<file path="src/rtl/switch_pkg.sv">
// Shared sizing defaults, arbitration modes and destination-field extraction.
package switch_pkg;

   localparam int unsigned DEF_DATA_W = 10;
   localparam int unsigned DEF_N_IN   = 4;
   localparam int unsigned DEF_N_OUT  = 4;
   localparam int unsigned DEF_DEST_W = $clog2(DEF_N_OUT);

   localparam int unsigned MODE_RR    = 0;
   localparam int unsigned MODE_FIXED = 1;

   // Upper bounds for the width-generic destination helper.
   localparam int unsigned MAX_DATA_W = 64;
   localparam int unsigned MAX_DEST_W = 8;

   // Destination field is the dest_w MSBs of a data_w-wide word.
   function automatic logic [MAX_DEST_W-1:0] get_dest(input logic [MAX_DATA_W-1:0] word,
                                                      input int unsigned data_w,
                                                      input int unsigned dest_w);
      logic [MAX_DATA_W-1:0] sh;
      sh = (word >> (data_w - dest_w)) & ((MAX_DATA_W'(1) << dest_w) - MAX_DATA_W'(1));
      return MAX_DEST_W'(sh);
   endfunction

endpackage

</file>
<file path="src/rtl/rr_route_switch_if.sv">
// FIFO-bank side bundle of the router: input heads/pops, output fulls/pushes.
interface rr_route_switch_if
   import switch_pkg::*;
#(
   parameter int unsigned DATA_W = DEF_DATA_W,
   parameter int unsigned N_IN   = DEF_N_IN,
   parameter int unsigned N_OUT  = DEF_N_OUT
);
   localparam int unsigned DEST_W = $clog2(N_OUT);

   logic [N_IN-1:0]         fifo_empty;
   logic [N_IN*DATA_W-1:0]  fifo_out;
   logic [N_IN-1:0]         fifo_pop;
   logic [N_OUT-1:0]        fifo_full;
   logic [N_OUT-1:0]        fifo_push;
   logic [N_OUT*DATA_W-1:0] fifo_in;
   logic [DEST_W-1:0]       dest;
   logic                    busy;

   modport master (
      output fifo_empty, fifo_out, fifo_full,
      input  fifo_pop, fifo_push, fifo_in, dest, busy
   );

   modport slave (
      input  fifo_empty, fifo_out, fifo_full,
      output fifo_pop, fifo_push, fifo_in, dest, busy
   );

endinterface

</file>
<file path="src/rtl/rr_arbiter.sv">
// N-way arbiter: round-robin from a rotating pointer, or fixed lowest-index priority.
module rr_arbiter
   import switch_pkg::*;
#(
   parameter int unsigned N    = DEF_N_IN,
   parameter int unsigned MODE = MODE_RR
) (
   input  logic         clk,
   input  logic         reset,
   input  logic [N-1:0] req,
   output logic [N-1:0] gnt,
   output logic         gnt_valid
);
   localparam int unsigned PTR_W = $clog2(N);

   logic [PTR_W-1:0] ptr_q;
   logic [PTR_W-1:0] gnt_idx;
   logic [PTR_W-1:0] idx;
   int unsigned      sum;

   // Scan from the pointer (or from 0) and grant the first requester.
   always_comb begin
      gnt       = '0;
      gnt_valid = 1'b0;
      gnt_idx   = '0;
      idx       = '0;
      sum       = 0;
      for (int unsigned k = 0; k < N; k++) begin
         sum = (MODE == MODE_FIXED) ? k : 32'(ptr_q) + k;
         if (sum >= N) sum = sum - N;
         idx = PTR_W'(sum);
         if (!gnt_valid && req[idx]) begin
            gnt_valid = 1'b1;
            gnt[idx]  = 1'b1;
            gnt_idx   = idx;
         end
      end
   end

   // Pointer moves one past the winner; held when nothing is granted.
   always_ff @(posedge clk or negedge reset) begin
      if (!reset) begin
         ptr_q <= '0;
      end else if (gnt_valid) begin
         ptr_q <= (gnt_idx == PTR_W'(N - 1)) ? '0 : gnt_idx + 1'b1;
      end
   end

endmodule

</file>
<file path="src/rtl/rr_route_switch.sv">
// N_IN x N_OUT word router: arbitrates deliverable input heads, pops one per
// cycle and pushes it into the destination output FIFO one cycle later.
module rr_route_switch
   import switch_pkg::*;
#(
   parameter int unsigned DATA_W = DEF_DATA_W,
   parameter int unsigned N_IN   = DEF_N_IN,
   parameter int unsigned N_OUT  = DEF_N_OUT,
   parameter int unsigned MODE   = MODE_RR
) (
   input  logic            clk,
   input  logic            reset,
   rr_route_switch_if.slave sw
);
   localparam int unsigned DEST_W = $clog2(N_OUT);
   localparam int unsigned BUS_W  = N_OUT * DATA_W;

   logic [DATA_W-1:0] head_w [N_IN];
   logic [DEST_W-1:0] d_in   [N_IN];
   logic [N_IN-1:0]   elig;
   logic [N_IN-1:0]   gnt;
   logic              gnt_valid;
   logic [DATA_W-1:0] sel_word;
   logic [DEST_W-1:0] sel_dest;

   logic [N_OUT-1:0]  push_q;
   logic [BUS_W-1:0]  data_q;
   logic [DEST_W-1:0] dest_q;
   logic              busy_q;

   // An input is eligible when its head can land without overflowing or
   // colliding with the word already in the push stage; no requests in reset.
   always_comb begin
      elig = '0;
      for (int unsigned i = 0; i < N_IN; i++) begin
         head_w[i] = sw.fifo_out[i*DATA_W +: DATA_W];
         d_in[i]   = DEST_W'(get_dest(MAX_DATA_W'(head_w[i]), DATA_W, DEST_W));
         elig[i]   = reset && !sw.fifo_empty[i] && !sw.fifo_full[d_in[i]]
                     && !(busy_q && (dest_q == d_in[i]));
      end
   end

   rr_arbiter #(
      .N    (N_IN),
      .MODE (MODE)
   ) u_arb (
      .clk       (clk),
      .reset     (reset),
      .req       (elig),
      .gnt       (gnt),
      .gnt_valid (gnt_valid)
   );

   // Select the granted head word and its destination.
   always_comb begin
      sel_word = '0;
      for (int unsigned i = 0; i < N_IN; i++) begin
         if (gnt[i]) sel_word = sel_word | head_w[i];
      end
      sel_dest = DEST_W'(get_dest(MAX_DATA_W'(sel_word), DATA_W, DEST_W));
   end

   // Push stage: capture the popped word and pre-decode the output slice.
   always_ff @(posedge clk or negedge reset) begin
      if (!reset) begin
         push_q <= '0;
         data_q <= '0;
         dest_q <= '0;
         busy_q <= 1'b0;
      end else begin
         busy_q <= gnt_valid;
         dest_q <= gnt_valid ? sel_dest : '0;
         push_q <= gnt_valid ? (N_OUT'(1) << sel_dest) : '0;
         data_q <= gnt_valid ? (BUS_W'(sel_word) << (32'(sel_dest) * DATA_W)) : '0;
      end
   end

   assign sw.fifo_pop  = gnt;
   assign sw.fifo_push = push_q;
   assign sw.fifo_in   = data_q;
   assign sw.dest      = dest_q;
   assign sw.busy      = busy_q;

endmodule
</file>
<file path="src/flat_wrapper.sv">
// flat-port wrapper written by rule: the top's interface ports become plain ports
module rr_route_switch_flat import switch_pkg::*;
#(
   parameter int unsigned DATA_W = DEF_DATA_W,
   parameter int unsigned N_IN   = DEF_N_IN,
   parameter int unsigned N_OUT  = DEF_N_OUT,
   parameter int unsigned MODE   = MODE_RR
)
  (clk, reset, sw_fifo_empty, sw_fifo_out, sw_fifo_full, sw_fifo_pop, sw_fifo_push, sw_fifo_in, sw_dest, sw_busy);
  rr_route_switch_if #(.DATA_W(DATA_W), .N_IN(N_IN), .N_OUT(N_OUT)) sw_i ();
  input  logic clk;
  input  logic reset;
  input wire logic [$bits(sw_i.fifo_empty)-1:0] sw_fifo_empty;
  input wire logic [$bits(sw_i.fifo_out)-1:0] sw_fifo_out;
  input wire logic [$bits(sw_i.fifo_full)-1:0] sw_fifo_full;
  output wire logic [$bits(sw_i.fifo_pop)-1:0] sw_fifo_pop;
  output wire logic [$bits(sw_i.fifo_push)-1:0] sw_fifo_push;
  output wire logic [$bits(sw_i.fifo_in)-1:0] sw_fifo_in;
  output wire logic [$bits(sw_i.dest)-1:0] sw_dest;
  output wire logic [$bits(sw_i.busy)-1:0] sw_busy;
  assign sw_i.fifo_empty = sw_fifo_empty;
  assign sw_i.fifo_out = sw_fifo_out;
  assign sw_i.fifo_full = sw_fifo_full;
  assign sw_fifo_pop = sw_i.fifo_pop;
  assign sw_fifo_push = sw_i.fifo_push;
  assign sw_fifo_in = sw_i.fifo_in;
  assign sw_dest = sw_i.dest;
  assign sw_busy = sw_i.busy;
  rr_route_switch #(.DATA_W(DATA_W), .N_IN(N_IN), .N_OUT(N_OUT), .MODE(MODE)) u_core (.clk(clk), .reset(reset), .sw(sw_i));
endmodule
</file>
<file path="config.mk">
export PLATFORM = sky130hd
export DESIGN_NAME = rr_route_switch_flat
export DESIGN_NICKNAME = d
export VERILOG_FILES = /design/src/rtl/switch_pkg.sv /design/src/rtl/rr_route_switch_if.sv /design/src/rtl/rr_arbiter.sv /design/src/rtl/rr_route_switch.sv /design/src/flat_wrapper.sv
export SDC_FILE = /design/constraint.sdc
export NUM_CORES = 1
export LEC_CHECK = 0
export ABC_AREA = 1
export CELL_PAD_IN_SITES_DETAIL_PLACEMENT = 1
export CELL_PAD_IN_SITES_GLOBAL_PLACEMENT = 1
export CORE_UTILIZATION = 46
export CTS_BUF_LIST = sky130_fd_sc_hd__clkbuf_8
export DETAILED_ROUTE_END_ITERATION = 8
export DONT_BUFFER_PORTS = 1
export PLACE_DENSITY = 0.8
export SYNTH_ARGS = -nofsm -noshare
export SYNTH_HDL_FRONTEND = slang
export SYNTH_HIERARCHICAL = 1
export SYNTH_SLANG_ARGS = --single-unit
export TNS_END_PERCENT = 50
</file>
<file path="constraint.sdc">
create_clock -name clk -period 3.5 [get_ports clk]
set_input_delay 0.175 -clock clk [delete_from_list [all_inputs] [get_ports clk]]
set_output_delay 0.175 -clock clk [all_outputs]
set_load 0.02 [all_outputs]
</file>
After elaboration in Yosys (flattened, before gate mapping). Index checks and enable logic that the tools add are counted.

Register bits: 49. Latch bits: 0. Memory bits (writable): 0. Bits in read-only memories: 0. Input port bits: 50. Output and inout port bits: 51. Word-level logic and storage cells: 129. Memories kept: 0.

Add/subtract/negate cells: 8. Multipliers: 1. Div/mod/pow operators: 0. Magnitude comparators: 16. Equality and inequality tests: 5. Shift operators: 2. Mux-type cells: 48. Bitwise gates (word level): 6. Reduce and logical (&&, ||, !) cells: 38.

Operators by type and width (count): 10-bit 2-to-1 mux (4); 40-bit 2-to-1 mux (1); 10-bit by 6-bit left shift with 40-bit output (1); 10-bit bitwise OR (3); 2-bit by 3-bit < comparator with 1-bit output (second input constant) (8); 1-bit logical AND (23); 2-bit 2-to-1 mux (10); 4-bit 2-to-1 mux (5); 1-bit binary-select mux with 2-bit select (8); 1-bit 2-to-1 mux (16); 1-bit logical NOT (15); 4-bit bitwise OR (3); 3-bit greater-or-equal comparator (second input constant) (3); 1-bit demux with 2-bit select (4); 2-bit equality test (4); 2-bit by 1-bit greater-or-equal comparator with 1-bit output (second input constant) (4); 2-bit by 1-bit subtractor with 2-bit output (second input constant) (4); 2-bit by 2-bit adder with 3-bit output (second input constant) (2); 2-bit by 3-bit multiplier with 5-bit output (second input constant) (1); 1-bit by 2-bit left shift with 4-bit output (first input constant) (1); 2-bit by 1-bit adder with 3-bit output (second input constant) (1); 2-bit by 3-bit greater-or-equal comparator with 1-bit output (second input constant) (1); 2-bit by 1-bit adder with 2-bit output (second input constant) (1); 2-bit equality test (second input constant) (1).

Logic depth before layout (Yosys ltp). Gate-level depths: netlist of the first run.

Depth after elaboration: 27. Depth in mapped cells: 21. Gate-level depth less buffers: 20.

Cells and area by module. Netlist of the first run, hierarchy kept.

Modules (own cells, without submodules): rr_route_switch (instances 1, cells an instance 242, area each 2082.0 um^2, sequential area each 1076.0 um^2); rr_arbiter (instances 1, cells an instance 86, area each 518.0 um^2, sequential area each 50.0 um^2).

Least setup slack after synthesis of the first run. Ideal clock, no wire load.

Kind: register -> register. Start point: register u_core.u_arb.ptr_q[0]. End point: register u_core.data_q[30] (netlist: u_core/sw.fifo_in[30]). Library setup time: 0.072 ns. Arrival time: 2.620 ns. Data required time: 3.428 ns. Slack: 0.808 ns. Stages on the path, launching flop included: 17. Path buffers: 1. Period minus slack after synthesis: 2.692 ns. Path through: dfrtp_1 -> inv_4 -> ha_1 -> inv_1 -> nand3_1 -> nand2_2 -> inv_2 -> nor2_4 -> nand2_1 -> o221ai_1 -> buf_6 -> nand2_2 -> nand2_4 -> inv_2 -> nand2_4 -> nand3_4 -> nor2_1.

Cells in the longest elaborated chain, start to end: 24. Elaborated cells between the ends (all ways): 70. Classes of those cells: add/sub: 7; mul: 1; order compare: 12; shift: 1; mux: 33; bitwise: 6; reduce/logical: 10.

Ends and longest elaborated chain: start: declaration (RTL line rr_arbiter.sv:16) `logic [PTR_W-1:0] ptr_q;`; start signal: assignment (RTL line rr_arbiter.sv:45) `ptr_q <= (gnt_idx == PTR_W'(N - 1)) ? '0 : gnt_idx + 1'b1;`; parallel branches: the longest is 13 deep, another holds 2-bit by 1-bit adder with 3-bit output; 4-bit 2-to-1 mux (*) (RTL line rr_arbiter.sv:32) `if (!gnt_valid && req[idx]) begin`; via sw_fifo_pop[0] (RTL line flat_wrapper.sv:16) `output wire logic [$bits(sw_i.fifo_pop)-1:0] sw_fifo_pop;`; 10-bit 2-to-1 mux (*) (RTL line rr_route_switch.sv:58) `if (gnt[i]) sel_word = sel_word | head_w[i];`; 10-bit bitwise OR (RTL line rr_route_switch.sv:58); 10-bit 2-to-1 mux (*) (RTL line rr_route_switch.sv:58); 10-bit bitwise OR (RTL line rr_route_switch.sv:58); 10-bit 2-to-1 mux (*) (RTL line rr_route_switch.sv:58); 10-bit bitwise OR (RTL line rr_route_switch.sv:58); 10-bit 2-to-1 mux (*) (RTL line rr_route_switch.sv:58); 2-bit by 3-bit multiplier with 5-bit output (RTL line rr_route_switch.sv:74) `data_q <= gnt_valid ? (BUS_W'(sel_word) << (32'(sel_dest) * DATA_W)) : '0;`; 10-bit by 6-bit left shift with 40-bit output (*) (RTL line rr_route_switch.sv:74); 40-bit 2-to-1 mux (*) (RTL line rr_route_switch.sv:74); end signal: assignment (RTL line rr_route_switch.sv:74); end: declaration (RTL line rr_route_switch.sv:27) `logic [BUS_W-1:0] data_q;`.

Mark *: on every way through the listed nets, which the timed path passes. The select of a mux whose other input is x is not followed. A chain may end at the register's enable or synchronous reset.

Worst setup path after layout of the first run.
Start point: register u_core.dest_q[0] (netlist: u_core/sw.dest[0]). End point: register u_core.data_q[33] (netlist: u_core/sw.fifo_in[33]).

Elaborated cells between the ends (all ways): 51. Classes of those cells: mul: 1; eq/ne: 4; shift: 1; mux: 21; bitwise: 6; reduce/logical: 18.

RTL lines: start: declaration (RTL line rr_route_switch.sv:28) `logic [DEST_W-1:0] dest_q;`; start signal: assignment (RTL line rr_route_switch.sv:72) `dest_q <= gnt_valid ? sel_dest : '0;`; 2-bit equality test (*) (RTL line rr_route_switch.sv:39) `&& !(busy_q && (dest_q == d_in[i]));`; 1-bit logical AND (*) (RTL line rr_route_switch.sv:39); 1-bit logical NOT (*) (RTL line rr_route_switch.sv:39); 1-bit logical AND (*) (RTL line rr_route_switch.sv:39); via u_core.elig[3] (RTL line rr_route_switch.sv:20) `logic [N_IN-1:0] elig;`; 1-bit binary-select mux with 2-bit select (RTL line rr_arbiter.sv:32); 1-bit 2-to-1 mux (not written as such) (RTL line rr_arbiter.sv:32); 1-bit 2-to-1 mux (RTL line rr_arbiter.sv:32); [6 not listed]; 1-bit logical NOT (RTL line rr_arbiter.sv:32); 1-bit logical AND (RTL line rr_arbiter.sv:32); 4-bit 2-to-1 mux (*) (RTL line rr_arbiter.sv:32); via sw_fifo_pop[3] (RTL line flat_wrapper.sv:16); 10-bit 2-to-1 mux (*) (RTL line rr_route_switch.sv:58); 2-bit by 3-bit multiplier with 5-bit output (RTL line rr_route_switch.sv:74); 10-bit by 6-bit left shift with 40-bit output (*) (RTL line rr_route_switch.sv:74); 40-bit 2-to-1 mux (*) (RTL line rr_route_switch.sv:74).

The timed path passes the listed nets; every way through them passes the cells marked *. The select of a mux whose other input is x is not followed.

==> results_dict.tcl, run 1 <==
set metrics [dict create \
    first_pass_iters 4 \
    cts.path.max_buffers 2 \
    dp_hpwl_um 5430 \
    synth_area_leaders "dfrtp_1 (43%), nand2_1 (14%), nor2_1 (7.7%), nand2_4 (4.8%), inv_1 (4.6%)" \
    initial_core_util_pct 47.5 \
    antenna_found_initial 0 \
    hold_start "sw_fifo_out[36]" \
    gr-total-overflow 0 \
    report.final.slew_viol_count 0 \
    layout_common_cells "nand2_1 (97), nor2_1 (53), dfrtp_1 (44)" \
    finalSetupViolCount 0 \
    post-route-util_pct 51.6 \
    grt_pass1_wl_um 11400 \
    port_buffers 0 \
    synth_area_sq_um 2600 \
    rsz0062_at_grt "no" \
    grt_pass1_vias 2236 \
    ys_ff_latch 45 \
    power_density_nw_per_um2 1230 \
    arrival_ns 3.36 \
    drv_cap 0 \
    drt-total-wl_um 6990 \
    cts-root-buf "clkbuf_8" \
    vias_per_cell 5.13 \
    fillerInstances 700 \
    dieArea_sq_um 5960 \
    rows 27 \
    regArea_sq_um 1130 \
    multi_input_area_sq_um 1260 \
    syn_avg_cell_area_sq_um 7.93 \
    h-tree-depth 2 \
    clk_pin_slew_worst_paths_ns 0.09 \
    tightest_slew_ns 0.889 \
    drc 0 \
    synthFlopType "dfrtp_1" \
    synth_largest_area_cell "dfrtp_1" \
    cts_tree "done" \
    hold_violations 0 \
    final_nets 391 \
    cp_max_fo 8 \
    drt-initial-drc-count 110 \
    wire_per_inst_um 17.1 \
    finalWeightedCongestion 0.837 \
    ant_nets 0 \
    grt_util_all_layers_pct 24.6 \
    yosysWarnings 6 \
    pin_count 101 \
    skew_ns 0.00383 \
    r2r_slack_ns 0.31 \
    holdPathStages 2 \
    fin_crit_sh_pct 91.1 \
    hold_path_class "primary input to register" \
    core-area_sq_um 5470 \
    clk_latency_ns 0.29 \
    layout-drive-gt1-share_pct 16.9 \
    critPathKind "register to register" \
    clock-sinks 45 \
    hold-path-endpoint "u_core/sw.fifo_in[26]" \
    grt_max_degree 46 \
    slew-limit-headroom_pct 40.7 \
    fmax_mhz 314 \
    leakage_nw 1.53 \
    syn_inst 328 \
    reg2reg_depth 17 \
    ys_async_sr_fraction_pct 100 \
    status "completed" \
    crit-reg2reg-launch "u_core/sw.dest[0]" \
    cts_buffers 5 \
    layout_min_cycle_time_ns 3.19 \
    crit_start "u_core/sw.dest[0]" \
    ys_seq_area_share_pct 43.3 \
    dieWidth_um 77.2 \
    area_delta_synth_final_pct 8.66 \
    fin_setup_tns_ns 0 \
    r2r_end "u_core/sw.fifo_in[33]" \
    post_synth_num_cell_types 26 \
    die_h_um 77.2 \
    synth_top_area_share_pct 43.3 \
    vias 2099 \
    required_ns 3.67 \
    cp-end-kind "register" \
    synth-edff-count 0 \
    ir_drop_uv 622 \
    cp-start-kind "register" \
    mostFrequentLayoutCell "nand2_1" \
    diodes 0 \
]
[registers in the layout (all words and copies together) (netlist names)]
signal,count
u_core/sw.busy,1
u_core/sw.fifo_in,38
u_core/sw.fifo_push,2
u_core/u_arb/ptr_q,2
u_core/sw.dest,2
[area by class of cell]
type                            instances  share of cell area [%]
Inverter                               39                    5.45
Tap cell                               72                    3.19
Clock inverter                          2                    1.33
Clock buffer                            6                    2.92
Timing Repair Buffer                    7                    2.66
Multi-Input combinational cell        238                    44.6
Sequential cell                        45                    39.9
[through the flow]
stage                     cell area [sq um]  worst slack [ns]  power [W]  instances  hold slack (ns)
after floorplan                        2610             0.808    0.00259        331           -0.121
after global placement                 2670             0.402    0.00296        399           -0.120
after detailed placement               2670             0.311    0.00304        399           -0.120
after CTS                              2820             0.283    0.00348        409            0.122
after global routing                   2830           0.00777    0.00374        409            0.153
final                                  2830             0.312    0.00347        409            0.127
[how the worst max path moves through the flow]
| stage | to | slack [ns] | cells past startpoint |
|---|---|---|---|
| 6_report | u_core/sw.fifo_in[33] | 0.31 | 17 |
| 5_1_grt | u_core/sw.fifo_in[14] | 0.008 | 17 |
| 4_1_cts | u_core/sw.fifo_in[33] | 0.28 | 16 |
| 3_5_place_dp | u_core/sw.fifo_in[7] | 0.31 | 16 |
| 3_3_place_gp | u_core/sw.fifo_in[3] | 0.40 | 18 |
| 2_1_floorplan | u_core/sw.fifo_in[30] | 0.81 | 16 |
[critical path, stage by stage, from the launching register on]
cell and delay (ns):
dfrtp_1 0.52, inv_1 0.18, nand2_1 0.07, nand3_1 0.06, a21oi_1 0.04, nor2_1 0.25
nand2_1 0.14, nand3_1 0.11, nand2_1 0.16, nand4_1 0.21, inv_1 0.10, a21oi_1 0.16
nand2_1 0.30, buf_4 0.29, nand2_1 0.06, nand2_1 0.05, nor2_1 0.24, nor2_1 0.10
[Yosys cell counts, types with 5 or more instances]
cell type,n
a21oi_1,6
buf_4,5
dfrtp_1,45
ha_1,5
inv_1,32
nand2_1,97
nand2_2,11
nand2_4,11
nand3_1,23
nor2_1,53
o21ai_0,6
[repair_timing]
item                                    4_1_cts  5_1_grt
buffers inserted                              0        0
endpoints found under the hold margin        45        0
gates resized for setup                       0        1
hold buffers                                  2        0
endpoints found under the setup margin        0       12
[routing by layer]
| layer | GRT usage (%) | up-vias | part of all wire, % |
|---|---|---|---|
| met2 | 42.7 | 56 | 51 |
| met3 | 5.48 | 4 | 4.2 |
| met5 | 0 | - | 0 |
| met4 | 4.15 | 0 | 0.74 |
| li1 | - | 1015 | - |
| met1 | 31.6 | 1024 | 44 |
[report_power, final]
part	switching, W	leakage (nW)	internal, W	total [W]
Clock	0.000179	0.0574	0.000232	0.000411
Sequential	0.000193	0.599	0.000647	0.000840
Combinational	0.00157	0.877	0.000652	0.00222
Total	0.00194	1.53	0.00153	0.00347
[kinds of logic (layout without fill, tap and decap cells)]
group                      Yosys count  after routing  share of synthesized area [%]
and+or+nand+nor                    208            208                           40.3
buffers and inverters               48             54                           9.10
DFF                                 45             45                           43.3
AOI/OAI and AO/OA                   21             21                           4.76
adders and majority gates            5              5                           2.41
other                                1              4                          0.144
No activity file was read; power rests on OpenSTA's default activity.
==> inputs of run 2 (changes only) <==
--- a/config.mk
+++ b/config.mk
@@ -8,6 +8,7 @@
 export ABC_AREA = 1
 export CELL_PAD_IN_SITES_DETAIL_PLACEMENT = 1
 export CELL_PAD_IN_SITES_GLOBAL_PLACEMENT = 1
+export CORE_MARGIN = 2
 export CORE_UTILIZATION = 46
 export CTS_BUF_LIST = sky130_fd_sc_hd__clkbuf_8
 export DETAILED_ROUTE_END_ITERATION = 8
==> run 2 against run 1 <==
  * Sequential cell count is the same
  * Largest power group unchanged
  * Non-clock buffer count fell by 1
  * Count of clock-buffer cells in the layout unchanged
  * Global-route usage down 2.3 points
  * Routed wire length down 2.1%
  * Highest routed layer unchanged
  * Clock power decreased by 1%
  * Final area about the same
==> results_dict.tcl, run 2 (synthesis gave the netlist of run 1 again) <==
set metrics [dict create \
    layout-drive-gt1-share_pct 17.0 \
    rows 27 \
    holdPathStages 2 \
    core-area_sq_um 5470 \
    rsz0062_at_grt "no" \
    antenna_found_initial 0 \
    clk_pin_slew_worst_paths_ns 0.08 \
    gr-total-overflow 0 \
    grt_pass1_vias 2174 \
    ir_drop_uv 611 \
    post-route-util_pct 51.6 \
    status "completed" \
    cp-end-kind "register" \
    drt-total-wl_um 6840 \
    pin_count 101 \
    final_nets 390 \
    wire_per_inst_um 16.8 \
    initial_core_util_pct 47.5 \
    drc 0 \
    cts_buffers 5 \
    crit-reg2reg-launch "u_core/sw.dest[1]" \
    tightest_slew_ns 0.929 \
    hold-path-endpoint "u_core/sw.fifo_in[6]" \
    grt_max_degree 46 \
    port_buffers 0 \
    crit_start "u_core/sw.dest[1]" \
    die_h_um 79.2 \
    hold_start "sw_fifo_out[36]" \
    finalSetupViolCount 0 \
    mostFrequentLayoutCell "nand2_1" \
    clk_latency_ns 0.29 \
    hold_path_class "primary input to register" \
    vias_per_cell 5.16 \
    cts_tree "done" \
    layout_common_cells "nand2_1 (96), nor2_1 (53), dfrtp_1 (45)" \
    finalWeightedCongestion 0.842 \
    required_ns 3.71 \
    report.final.slew_viol_count 0 \
    area_delta_synth_final_pct 8.57 \
    grt_pass1_wl_um 10800 \
    largest_reg_flops 38 \
    ant_nets 0 \
    cp_max_fo 11 \
    fmax_mhz 318 \
    reg2reg_depth 18 \
    arrival_ns 3.36 \
    vias 2105 \
    drv_cap 0 \
    critPathKind "register to register" \
    power_density_nw_per_um2 1230 \
    dieArea_sq_um 6270 \
    cts-root-buf "clkbuf_8" \
    slew-limit-headroom_pct 38.1 \
    dp_hpwl_um 5240 \
    layout_min_cycle_time_ns 3.15 \
    fin_setup_tns_ns 0 \
    dieWidth_um 79.2 \
    cp-start-kind "register" \
    fillerInstances 695 \
    h-tree-depth 2 \
    hold_violations 0 \
    grt_util_all_layers_pct 22.3 \
    r2r_slack_ns 0.35 \
    diodes 0 \
    first_pass_iters 4 \
    drt-initial-drc-count 87 \
    skew_ns 0.00420 \
    clock-sinks 45 \
    fin_crit_sh_pct 90.0 \
    leakage_nw 1.53 \
    cts.path.max_buffers 2 \
    r2r_end "u_core/sw.fifo_in[30]" \
]
[run 2: worst max path at each step]
stage               slack (ns)  depth (start not counted)               endpoint
finish                    0.35                         18  u_core/sw.fifo_in[30]
global route              0.06                         18  u_core/sw.fifo_in[30]
CTS                       0.16                         18  u_core/sw.fifo_in[30]
detailed placement        0.20                         18  u_core/sw.fifo_in[30]
global placement          0.29                         18   u_core/sw.fifo_in[2]
floorplan                 0.81                         16  u_core/sw.fifo_in[30]
[run 2: final cells by class]
cell class,instances,area [sq um],share of cell area (%)
multi-input combinational,238,1260,44.8
sequential,45,1130,39.9
inverter,39,154,5.45
tap,72,90.1,3.19
clock buffer,6,82.6,2.93
timing repair buffer,6,67.6,2.39
clock inverter,2,37.5,1.33
[run 2: per-stage QoR]
| step | std cells | instance area, sq um | setup WS, ns | total power [W] | hold WS (ns) |
|---|---|---|---|---|---|
| finish | 408 | 2820 | 0.351 | 0.00346 | 0.126 |
| floorplan | 331 | 2610 | 0.808 | 0.00259 | -0.121 |
| global placement | 398 | 2660 | 0.288 | 0.00297 | -0.119 |
| detailed placement | 398 | 2660 | 0.204 | 0.00305 | -0.120 |
| CTS | 408 | 2820 | 0.164 | 0.00349 | 0.114 |
| global route | 408 | 2820 | 0.0607 | 0.00377 | 0.123 |
[run 2: power breakdown]
group	internal (W)	total, W	switching [W]	leakage, nW
sequential	0.000646	0.000838	0.000192	0.600
clock	0.000232	0.000406	0.000173	0.0574
combinational	0.000643	0.00222	0.00158	0.873
[run 2: worst max-delay path, cell delays in order, from the launching register on]
cell and delay (ns):
dfrtp_1 0.58, inv_1 0.15, o21ai_0 0.18, nor2_1 0.06
nor2_1 0.20, nand2_1 0.15, nand3_2 0.12, nand2_2 0.09
inv_2 0.10, nand2_1 0.13, o21ai_0 0.18, a21oi_1 0.08
o21ai_2 0.36, nand2_4 0.09, nand2_4 0.14, inv_2 0.05
nand2_4 0.07, nand3_4 0.13, nor2_1 0.17
[run 2: metal layers]
| layer | track usage, % | part of all wire (%) | up-vias |
|---|---|---|---|
| li1 | - | - | 1022 |
| met1 | 28.6 | 43 | 1017 |
| met2 | 37.2 | 50 | 60 |
| met3 | 6.14 | 5.6 | 6 |
| met4 | 6.03 | 1.1 | 0 |
| met5 | 0 | 0 | - |
[run 2: timing repair]
action | CTS | global route
resized for setup | 0 | 2
hold endpoints to repair | 45 | 0
buffers inserted | 0 | 0
hold buffers | 2 | 0
endpoints found under the setup margin | 0 | 37
